$ cat config.mk
export PLATFORM = sky130hd
export DESIGN_NAME = uart_tx_top
export DESIGN_NICKNAME = d
export VERILOG_FILES = /design/src/rtl/uart_pkg.sv /design/src/rtl/uart_tx.sv /design/src/rtl/uart_tx_top.sv
export SDC_FILE = /design/constraint.sdc
export NUM_CORES = 1
export LEC_CHECK = 0
export BUFFER_PORTS_ARGS = -buffer_cell sky130_fd_sc_hd__buf_2
export CORE_AREA = 2 2 225 227
export DETAILED_ROUTE_END_ITERATION = 6
export DIE_AREA = 0 0 227 229
export HOLD_SLACK_MARGIN = 0.06
export PLACE_DENSITY = 0.71
export SLEW_MARGIN = 10
export SYNTH_ARGS = -nofsm -noshare
export SYNTH_HDL_FRONTEND = slang
export SYNTH_SLANG_ARGS = --single-unit
$ cat constraint.sdc
create_clock -name clk -period 4.3 [get_ports clk]
set_input_delay 0.86 -clock clk [delete_from_list [all_inputs] [get_ports clk]]
set_output_delay 0.86 -clock clk [all_outputs]
set_load 0.005 [all_outputs]
$ cat src/rtl/uart_pkg.sv
// Shared UART types and constants for the transmit and receive paths.
package uart_pkg;

  // Serializer states; PARITY is only reachable when PARITY_EN is defined.
  typedef enum logic [2:0] {
    IDLE   = 3'd0,
    START  = 3'd1,
    DATA   = 3'd2,
    STOP   = 3'd3,
    PARITY = 3'd4
  } tx_state_t;

  localparam logic IDLE_LEVEL  = 1'b1;
  localparam logic START_LEVEL = 1'b0;

  // FIFO pointer width: address bits plus one wrap bit.
  function automatic int unsigned ptr_w(input int unsigned depth);
    int unsigned aw;
    aw = $clog2(depth);
    return aw + 1;
  endfunction

endpackage

$ cat src/rtl/uart_tx.sv
// 8N1 serializer: pops bytes from the FIFO and shifts them out LSB first.
// Optional macro PARITY_EN inserts an even-parity bit between data and stop.
module uart_tx
  import uart_pkg::*;
#(
  parameter int unsigned D_W    = 8,
  parameter int unsigned B_TICK = 16
) (
  input  logic           clk,
  input  logic           rst,
  input  logic           b_clk,
  input  logic           valid,
  input  logic [D_W-1:0] head,
  output logic           pop_c,
  output logic           tx_data,
  output logic           b_en,
  output logic           tx_busy,
  output logic           tx_done
);

  localparam int unsigned TW = (B_TICK > 1) ? $clog2(B_TICK) : 1;
  localparam int unsigned BW = (D_W > 1) ? $clog2(D_W) : 1;
  localparam logic [TW-1:0] TICK_LAST = TW'(B_TICK - 1);
  localparam logic [BW-1:0] BIT_LAST  = BW'(D_W - 1);

  tx_state_t      state_q, state_d;
  logic [TW-1:0]  tick_q, tick_d;
  logic [BW-1:0]  bit_q, bit_d;
  logic [D_W-1:0] shift_q, shift_d;
  logic           done_d;
  logic           tx_d;
  logic           bit_end;
`ifdef PARITY_EN
  logic           par_q, par_d;
`endif

  // A bit period ends on the last oversampling tick.
  assign bit_end = b_clk && (tick_q == TICK_LAST);

  // Next-state, datapath and line-level decode.
  always_comb begin
    state_d = state_q;
    tick_d  = tick_q;
    bit_d   = bit_q;
    shift_d = shift_q;
    pop_c   = 1'b0;
    done_d  = 1'b0;
    tx_d    = IDLE_LEVEL;
`ifdef PARITY_EN
    par_d   = par_q;
`endif

    if (b_clk && (state_q != IDLE)) begin
      tick_d = (tick_q == TICK_LAST) ? '0 : tick_q + TW'(1);
    end

    unique case (state_q)
      IDLE: begin
        if (valid) begin
          pop_c   = 1'b1;
          shift_d = head;
          tick_d  = '0;
          state_d = START;
`ifdef PARITY_EN
          par_d   = ^head;
`endif
        end
      end
      START: begin
        if (bit_end) begin
          bit_d   = '0;
          state_d = DATA;
        end
      end
      DATA: begin
        if (bit_end) begin
          shift_d = shift_q >> 1;
          if (bit_q == BIT_LAST) begin
`ifdef PARITY_EN
            state_d = PARITY;
`else
            state_d = STOP;
`endif
          end else begin
            bit_d = bit_q + BW'(1);
          end
        end
      end
`ifdef PARITY_EN
      PARITY: begin
        if (bit_end) begin
          state_d = STOP;
        end
      end
`endif
      STOP: begin
        if (bit_end) begin
          done_d = 1'b1;
          if (valid) begin
            // Back-to-back frame: next start bit follows the stop bit directly.
            pop_c   = 1'b1;
            shift_d = head;
            state_d = START;
`ifdef PARITY_EN
            par_d   = ^head;
`endif
          end else begin
            state_d = IDLE;
          end
        end
      end
      default: state_d = IDLE;
    endcase

    // Line level follows the state being entered so tx_data stays aligned with state_q.
    case (state_d)
      START:   tx_d = START_LEVEL;
      DATA:    tx_d = shift_d[0];
`ifdef PARITY_EN
      PARITY:  tx_d = par_d;
`endif
      default: tx_d = IDLE_LEVEL;
    endcase
  end

  // State, counters and registered outputs; reset aborts any frame in flight.
  always_ff @(posedge clk or negedge rst) begin
    if (!rst) begin
      state_q <= IDLE;
      tick_q  <= '0;
      bit_q   <= '0;
      shift_q <= '0;
      tx_data <= IDLE_LEVEL;
      b_en    <= 1'b0;
      tx_busy <= 1'b0;
      tx_done <= 1'b0;
`ifdef PARITY_EN
      par_q   <= 1'b0;
`endif
    end else begin
      state_q <= state_d;
      tick_q  <= tick_d;
      bit_q   <= bit_d;
      shift_q <= shift_d;
      tx_data <= tx_d;
      b_en    <= (state_d != IDLE);
      tx_busy <= (state_d != IDLE);
      tx_done <= done_d;
`ifdef PARITY_EN
      par_q   <= par_d;
`endif
    end
  end

endmodule

$ cat src/rtl/uart_tx_top.sv
// UART transmit top: host-facing FIFO feeding the uart_tx serializer.
// Optional macro PARITY_EN adds an even-parity bit to every frame.
module uart_tx_top
  import uart_pkg::*;
#(
  parameter int unsigned D_W    = 8,
  parameter int unsigned B_TICK = 16,
  parameter int unsigned DEPTH  = 64
) (
  input  logic           clk,
  input  logic           rst,
  input  logic           b_clk,
  output logic           b_en,
  output logic           tx_data,
  input  logic           wr_en,
  input  logic [D_W-1:0] data_in,
  output logic           ff_full,
  output logic           ff_empty,
  output logic           ff_ovf,
  output logic           tx_busy,
  output logic           tx_done
);

  localparam int unsigned PW = ptr_w(DEPTH);
  localparam int unsigned AW = PW - 1;

  logic [D_W-1:0] mem [DEPTH];
  logic [PW-1:0]  wr_ptr, rd_ptr;
  logic [PW-1:0]  wr_ptr_nxt, rd_ptr_nxt;
  logic           push;
  logic           pop_c;
  logic [D_W-1:0] head;

  // Writes while full are dropped; a pop never happens on an empty FIFO.
  assign push       = wr_en && !ff_full;
  assign wr_ptr_nxt = wr_ptr + PW'(push);
  assign rd_ptr_nxt = rd_ptr + PW'(pop_c);
  assign head       = mem[rd_ptr[AW-1:0]];

  // Storage array, no reset needed on the data itself.
  always_ff @(posedge clk) begin
    if (push) begin
      mem[wr_ptr[AW-1:0]] <= data_in;
    end
  end

  // Pointers and registered flags, computed from the post-update pointers.
  always_ff @(posedge clk or negedge rst) begin
    if (!rst) begin
      wr_ptr   <= '0;
      rd_ptr   <= '0;
      ff_empty <= 1'b1;
      ff_full  <= 1'b0;
      ff_ovf   <= 1'b0;
    end else begin
      wr_ptr   <= wr_ptr_nxt;
      rd_ptr   <= rd_ptr_nxt;
      ff_empty <= (wr_ptr_nxt == rd_ptr_nxt);
      ff_full  <= (wr_ptr_nxt[PW-1] != rd_ptr_nxt[PW-1]) &&
                  (wr_ptr_nxt[AW-1:0] == rd_ptr_nxt[AW-1:0]);
      if (wr_en && ff_full) begin
        ff_ovf <= 1'b1;
      end
    end
  end

  uart_tx #(
    .D_W   (D_W),
    .B_TICK(B_TICK)
  ) u_tx (
    .clk    (clk),
    .rst    (rst),
    .b_clk  (b_clk),
    .valid  (!ff_empty),
    .head   (head),
    .pop_c  (pop_c),
    .tx_data(tx_data),
    .b_en   (b_en),
    .tx_busy(tx_busy),
    .tx_done(tx_done)
  );

endmodule
==> flow_metrics.tcl, run 1 <==
set metrics [dict create \
    io_buffers 18 \
    clock.fmax_mhz 324 \
    max-vdd-ir-drop_uv 551 \
    synth_nets 1183 \
    mostFrequentLayoutCell "edfxtp_1" \
    grt_setup_unrepaired "no" \
    dieArea_um2 52000 \
    end_kind "register" \
    start_kind "register" \
    nets 1225 \
    p_per_area_nw_per_um2 624 \
    tns_ps 0 \
    die_y_um 229 \
    cts_buffers 54 \
    syn_area_per_cell_um2 19.0 \
    worst_pin_slew_ps 1290 \
    worst-setup-path-type "register to register" \
    drtPass1Iterations 6 \
    wl_per_cell_um 26.0 \
    cp.arrival_ps 3560 \
    grt_max_degree 65 \
    wl_um 49900 \
    cts_resized 0 \
    required_ps 4770 \
    initial_core_util 0.446 \
    clockBufferDepth 3 \
    final_antenna_net_count 0 \
    synthFlopType "edfxtp_1" \
    ys.warnings.count 0 \
    worst_r2r_path_depth 6 \
    yosysSeqAreaShare 0.737 \
    ios 19 \
    ctsHoldBuffers 0 \
    power.leakage_nw 7.98 \
    insertion_delay_ps 610 \
    grt_first_pass_wirelength_um 74300 \
    area_growth_pct 11.4 \
    avgViaCountPerCell 5.87 \
    finalSetupViolCount 0 \
    rows 82 \
    cts_setup_buffers 0 \
    post-route-period-util 0.719 \
    syn_area_um2 22200 \
    fill_cells 3972 \
    grt_overflow 0 \
    dp.cells 1822 \
    post-place-ws_ps 959 \
    maxCapViolations 0 \
    ys_types 74 \
    initialDrtViolationCount 1394 \
    ys_ff_latch 550 \
    fin_skew_ps 26.6 \
    antenna_cells 0 \
    slew_headroom 0.143 \
    synthArstFlopShare 0.0691 \
    via_count 11300 \
    cp_max_fo 44 \
    htree_levels 2 \
    hold_path_class "input port to async pin" \
    grt_util_all_layers 0.196 \
    core_area_um2 49700 \
    synth_cells 1164 \
    drcViolationCount 0 \
    period_minus_slack_ps 3090 \
    final-hold-violation-count 0 \
    slew_violations 0 \
    cts_tree "done" \
    dp.final_hpwl_um 31200 \
    synth_edf_count 512 \
    globalplace.congestion 0.848 \
    die_width_um 227 \
    grt_pass1_vias 11500 \
    holdWs_ps 383 \
    ctsRootBufferMaster "clkbuf_16" \
    final_core_util 0.497 \
    cts.sinks 550 \
    stdcell_count 1922 \
    most-common-layout-cells "512 x edfxtp_1, 103 x mux4_2, 86 x nor2_1" \
    worst_slack_ps 1210 \
    drive_above_1_share 0.210 \
    antenna_found_initial 0 \
    clk_pin_slew_ps 60 \
    status "completed" \
]
-- state kept, by name, indices dropped and copies added, names as in the netlist, 3 cells and up --
register and flops:
mem 512, u_tx.tick_q 4, rd_ptr 7, u_tx.bit_q 3, u_tx.shift_q 8, u_tx.state_q 3, wr_ptr 7
-- through the flow --
| step | power (W) | instance area, um2 |
|---|---|---|
| finish | 0.0154 | 24700 |
| global route | 0.0159 | 24700 |
| CTS | 0.0154 | 24700 |
| detailed placement | 0.0109 | 22900 |
| global placement | 0.0108 | 22900 |
| floorplan | 0.00961 | 22200 |
-- area by class of cell --
| cell class | count | area [um2] | area share |
|---|---|---|---|
| multi-input cells | 536 | 5320 | 0.216 |
| clock buffers | 69 | 1460 | 0.0591 |
| clock inverters | 31 | 284 | 0.0115 |
| repair buffers | 53 | 380 | 0.0154 |
| inverters | 11 | 41.3 | 0.00167 |
| well taps | 672 | 841 | 0.0341 |
| flip-flops and latches | 550 | 16300 | 0.662 |
-- Yosys cell counts (all sizes together) (9+ instances only) --
cell,n,share of area
a22oi,26,0.0088
xnor2,9,0.0036
inv,11,0.0019
dfrtp,36,0.041
clkbuf,25,0.0046
nand3,30,0.0068
nor2,86,0.015
a21oi,11,0.0025
nor2b,17,0.0048
o21ai,21,0.0047
xor2,9,0.0036
nor3,10,0.0023
mux2i,61,0.028
nand2b,9,0.0025
nand2,31,0.0053
edfxtp,512,0.69
buf,42,0.017
mux4,110,0.11
-- critical path, stage by stage (launching register included) --
cell       delay (ps)
dfrtp_4           990
mux4_1            640
nor2b_1           150
a2111oi_2         510
nor4_1            210
a211oi_1          340
o21ai_1           100
-- cells by family after synthesis --
group	after synthesis	share of synthesized area
compound gates	116	0.0382
flops	550	0.737
buf+inv	78	0.0232
simple gates	220	0.0481
fa+ha+maj	7	0.00395
xor+xnor	18	0.00712
other cells	1	0.000169
mux	174	0.142
-- worst paths after layout --
check,startpoint,endpoint,slack [ps]
setup / recovery,rd_ptr[0],u_tx.shift_q[4],1210
hold reg to reg,ff_ovf,ff_ovf,490
max in group asynchronous,rst,rd_ptr[0],3240
setup reg to reg,rd_ptr[0],u_tx.shift_q[4],1210
hold / removal,rst,u_tx.bit_q[0],380
min in group clk,ff_ovf,ff_ovf,490
-- where the power goes --
group / switching (W) / total (W) / leakage, nW / internal, W
registers: 0.000596 / 0.00675 / 5.07 / 0.00615
logic: 0.00225 / 0.00404 / 2.06 / 0.00179
clock network: 0.00197 / 0.00461 / 0.845 / 0.00264
total: 0.00481 / 0.0154 / 7.98 / 0.0106
-- routing by layer --
metal | GRT usage | up-vias | part of all wire | wire length (um)
met5 | 0 | - | 0 | 0
met4 | 0.0833 | 0 | 0.040 | 2000
met3 | 0.0354 | 107 | 0.076 | 3810
met2 | 0.302 | 529 | 0.47 | 23400
met1 | 0.277 | 5835 | 0.42 | 20700
li1 | - | 4815 | - | -
Power figures use the tool's default switching activity.
==> run 2: changes to the inputs <==
--- a/config.mk
+++ b/config.mk
@@ -5,12 +5,13 @@
 export SDC_FILE = /design/constraint.sdc
 export NUM_CORES = 1
 export LEC_CHECK = 0
+export ABC_AREA = 1
 export BUFFER_PORTS_ARGS = -buffer_cell sky130_fd_sc_hd__buf_2
-export CORE_AREA = 2 2 225 227
+export CORE_AREA = 2 2 229 231
 export DETAILED_ROUTE_END_ITERATION = 6
-export DIE_AREA = 0 0 227 229
+export DIE_AREA = 0 0 231 233
 export HOLD_SLACK_MARGIN = 0.06
-export PLACE_DENSITY = 0.71
+export PLACE_DENSITY = 0.73
 export SLEW_MARGIN = 10
 export SYNTH_ARGS = -nofsm -noshare
 export SYNTH_HDL_FRONTEND = slang
==> constraint.sdc (replaced) <==
create_clock -name clk -period 2.7 [get_ports clk]
set_input_delay 0.54 -clock clk [delete_from_list [all_inputs] [get_ports clk]]
set_output_delay 0.54 -clock clk [all_outputs]
set_load 0.005 [all_outputs]
==> run 2 against run 1 <==
Total power is 77% higher. Die area is 3.5% higher. Count of clock-buffer cells in the layout is 2 higher. Worst setup slack worse by 1000 ps.
==> flow_metrics.tcl, run 2 <==
set metrics [dict create \
    synth.most_common_cell "edfxtp_1" \
    antenna_cells 0 \
    ff2ff_setup_slack_ps 170 \
    most-common-layout-cells "512 x edfxtp_1, 441 x nand2_1, 288 x nor2_1" \
    synth_top_cell_area_share 0.673 \
    synth_top_area_cell "edfxtp_1" \
    synthFlopType "edfxtp_1" \
    grt_max_degree 65 \
    grt_pass1_vias 15200 \
    avgViaCountPerCell 5.49 \
    clockBufferDepth 3 \
    final_core_util 0.513 \
    ctsRootBufferMaster "clkbuf_16" \
    cts.sinks 550 \
    drive_above_1_share 0.122 \
    slew_headroom 0.318 \
    grt_first_pass_wirelength_um 85900 \
    mostFrequentLayoutCell "edfxtp_1" \
    end_kind "register" \
    synthXorXnorAreaFrac 0.00575 \
    p_per_area_nw_per_um2 1040 \
    final_antenna_net_count 0 \
    yosys-top-cells-area "edfxtp_1 67%, nand2_1 7.2%, nor2_1 4.8%, dfrtp_1 3.9%, nand3_1 2.9%" \
    cts_buffers 55 \
    slew_violations 0 \
    worst-setup-path-type "register to register" \
    fill_cells 4292 \
    synth_top_family_by_area "simple AND/OR/NAND/NOR gates" \
    design_area_um2 26200 \
    worst_pin_slew_ps 1020 \
    sw_frac_of_total 0.362 \
    status "completed" \
    synth_fa_ha_area_frac 0.00383 \
    core_area_um2 51100 \
    synth_edf_count 512 \
    clock.fmax_mhz 395 \
    htree_levels 2 \
    cts_tree "done" \
    synth_compound_area_frac 0.0752 \
    internal-power_w 0.0174 \
    ys_types 41 \
    multi_input_area_um2 5610 \
    drtPass1Iterations 7 \
    synth_cells 1954 \
    ios 19 \
    synth_nets 1973 \
    antenna_found_initial 1 \
    totalPowerFinal_w 0.0272 \
    syn_area_per_cell_um2 11.7 \
    p_comb_frac 0.332 \
    initial_core_util 0.447 \
    dieArea_um2 53800 \
    rows 83 \
    max-vdd-ir-drop_uv 619 \
    dp.final_hpwl_um 33500 \
    maxCapViolations 0 \
    wl_um 55400 \
    drcViolationCount 0 \
    required_ps 3210 \
    die_width_um 231 \
    synthArstFlopShare 0.0691 \
    ys_ff_latch 550 \
    area_growth_pct 14.7 \
    grt_util_all_layers 0.208 \
    largest_reg_flops 512 \
    cp_max_fo 3 \
    synth-simple-area-share 0.158 \
    ys.warnings.count 0 \
    wl_per_cell_um 19.9 \
    finalSetupViolCount 0 \
    ys_top_cells_by_count "512 x edfxtp_1, 441 x nand2_1, 293 x nor2_1" \
    period_minus_slack_ps 2530 \
    grt_overflow 0 \
    pwr-share-clk 0.295 \
    fin_skew_ps 25.6 \
    cp.arrival_ps 3040 \
    regArea_um2 16300 \
    final-hold-violation-count 0 \
    start_kind "register" \
    power.leakage_nw 9.56 \
    clk_pin_slew_ps 60 \
    pwr-share-seq 0.373 \
    globalplace.congestion 0.881 \
    insertion_delay_ps 610 \
    via_count 15300 \
    switchingPower_w 0.00984 \
    io_buffers 18 \
    nets 2072 \
    post-route-period-util 0.937 \
    synth.area.mux_share 0 \
    hold_path_class "input port to register" \
    yosysSeqAreaShare 0.715 \
    placed_cell_area_um2 24200 \
    die_y_um 233 \
    initialDrtViolationCount 1886 \
    syn_area_um2 22800 \
]
## run 2: changes by cell type after synthesis, sizes merged, moves of 26 or more
cell and change:
nor2 +211, mux4 -110, o211ai +30, nand3 +103, inv +58, nand2 +412
buf +48, o21ai +118, mux2i -61, a21oi +75, a22oi -26
## run 2: power by group through the flow
stage / clock, W / sequential (W) / combinational (W)
floorplan: 0 / 0.0101 / 0.00619
global placement: 0 / 0.0103 / 0.00863
detailed placement: 0 / 0.0103 / 0.00880
CTS: 0.00811 / 0.0101 / 0.00886
global route: 0.00845 / 0.0102 / 0.00991
finish: 0.00803 / 0.0101 / 0.00904
## run 2: stage by stage
| step | cells | worst slack (ps) | hold WS (ps) | setup TNS, ps |
|---|---|---|---|---|
| global placement | 2672 | 115 | 435 | 0 |
| CTS | 2777 | 34.8 | 140 | 0 |
| global route | 2780 | -63.1 | 157 | -112 |
| finish | 2780 | 169 | 158 | 0 |
| floorplan | 1954 | 116 | 244 | 0 |
| detailed placement | 2672 | 60.3 | 449 | 0 |
## run 2: kinds of logic after synthesis
group	count (synthesis)
flops	550
simple gates	896
xor+xnor	15
compound gates	307
buf+inv	178
other cells	1
fa+ha+maj	7
## run 2: metal layers
metal | up-vias | GRT usage | share of wire
met1 | 7431 | 0.277 | 0.41
met2 | 648 | 0.339 | 0.48
met4 | 2 | 0.0817 | 0.036
li1 | 7052 | - | -
met3 | 133 | 0.0379 | 0.077
met5 | - | 0 | 0.00023
## run 2: what timing repair did
action                                 4_1_cts  5_1_grt
setup buffers                                0        3
hold buffers                                 1        0
endpoints found under the hold margin       26        0
setup endpoints to repair                    0        2
gates resized for setup                      0       13
## run 2: worst max-delay path, stage by stage, from the launching register on
cell and delay, ps:
dfrtp_1 370, ha_2 190, nand3_1 110, nor2_2 140
inv_1 70, nor2_2 120, nor2_2 80, nor2_2 130
ha_2 220, nand3_1 100, nor2_1 140, xor2_1 260
xor2_1 120, nor3b_2 210, nor3b_2 190
## run 2: path summary, 6_finish.rpt
check,startpoint,end,cells past startpoint
setup / recovery,u_tx.tick_q[1],ff_full,14
hold / removal,wr_en,ff_ovf,2
setup reg to reg,u_tx.tick_q[1],ff_full,14
hold reg to reg,ff_ovf,ff_ovf,1
max in group asynchronous,rst,u_tx.tx_data,3
min in group asynchronous,rst,wr_ptr[3],2
## run 2: layout make-up
cell class	instances	share of cell area
Inverter	70	0.0103
Timing Repair Buffer	150	0.0471
Sequential cell	550	0.623
Clock inverter	33	0.0162
Clock buffer	71	0.0568
Tap cell	680	0.0325
Multi-Input combinational cell	1226	0.214
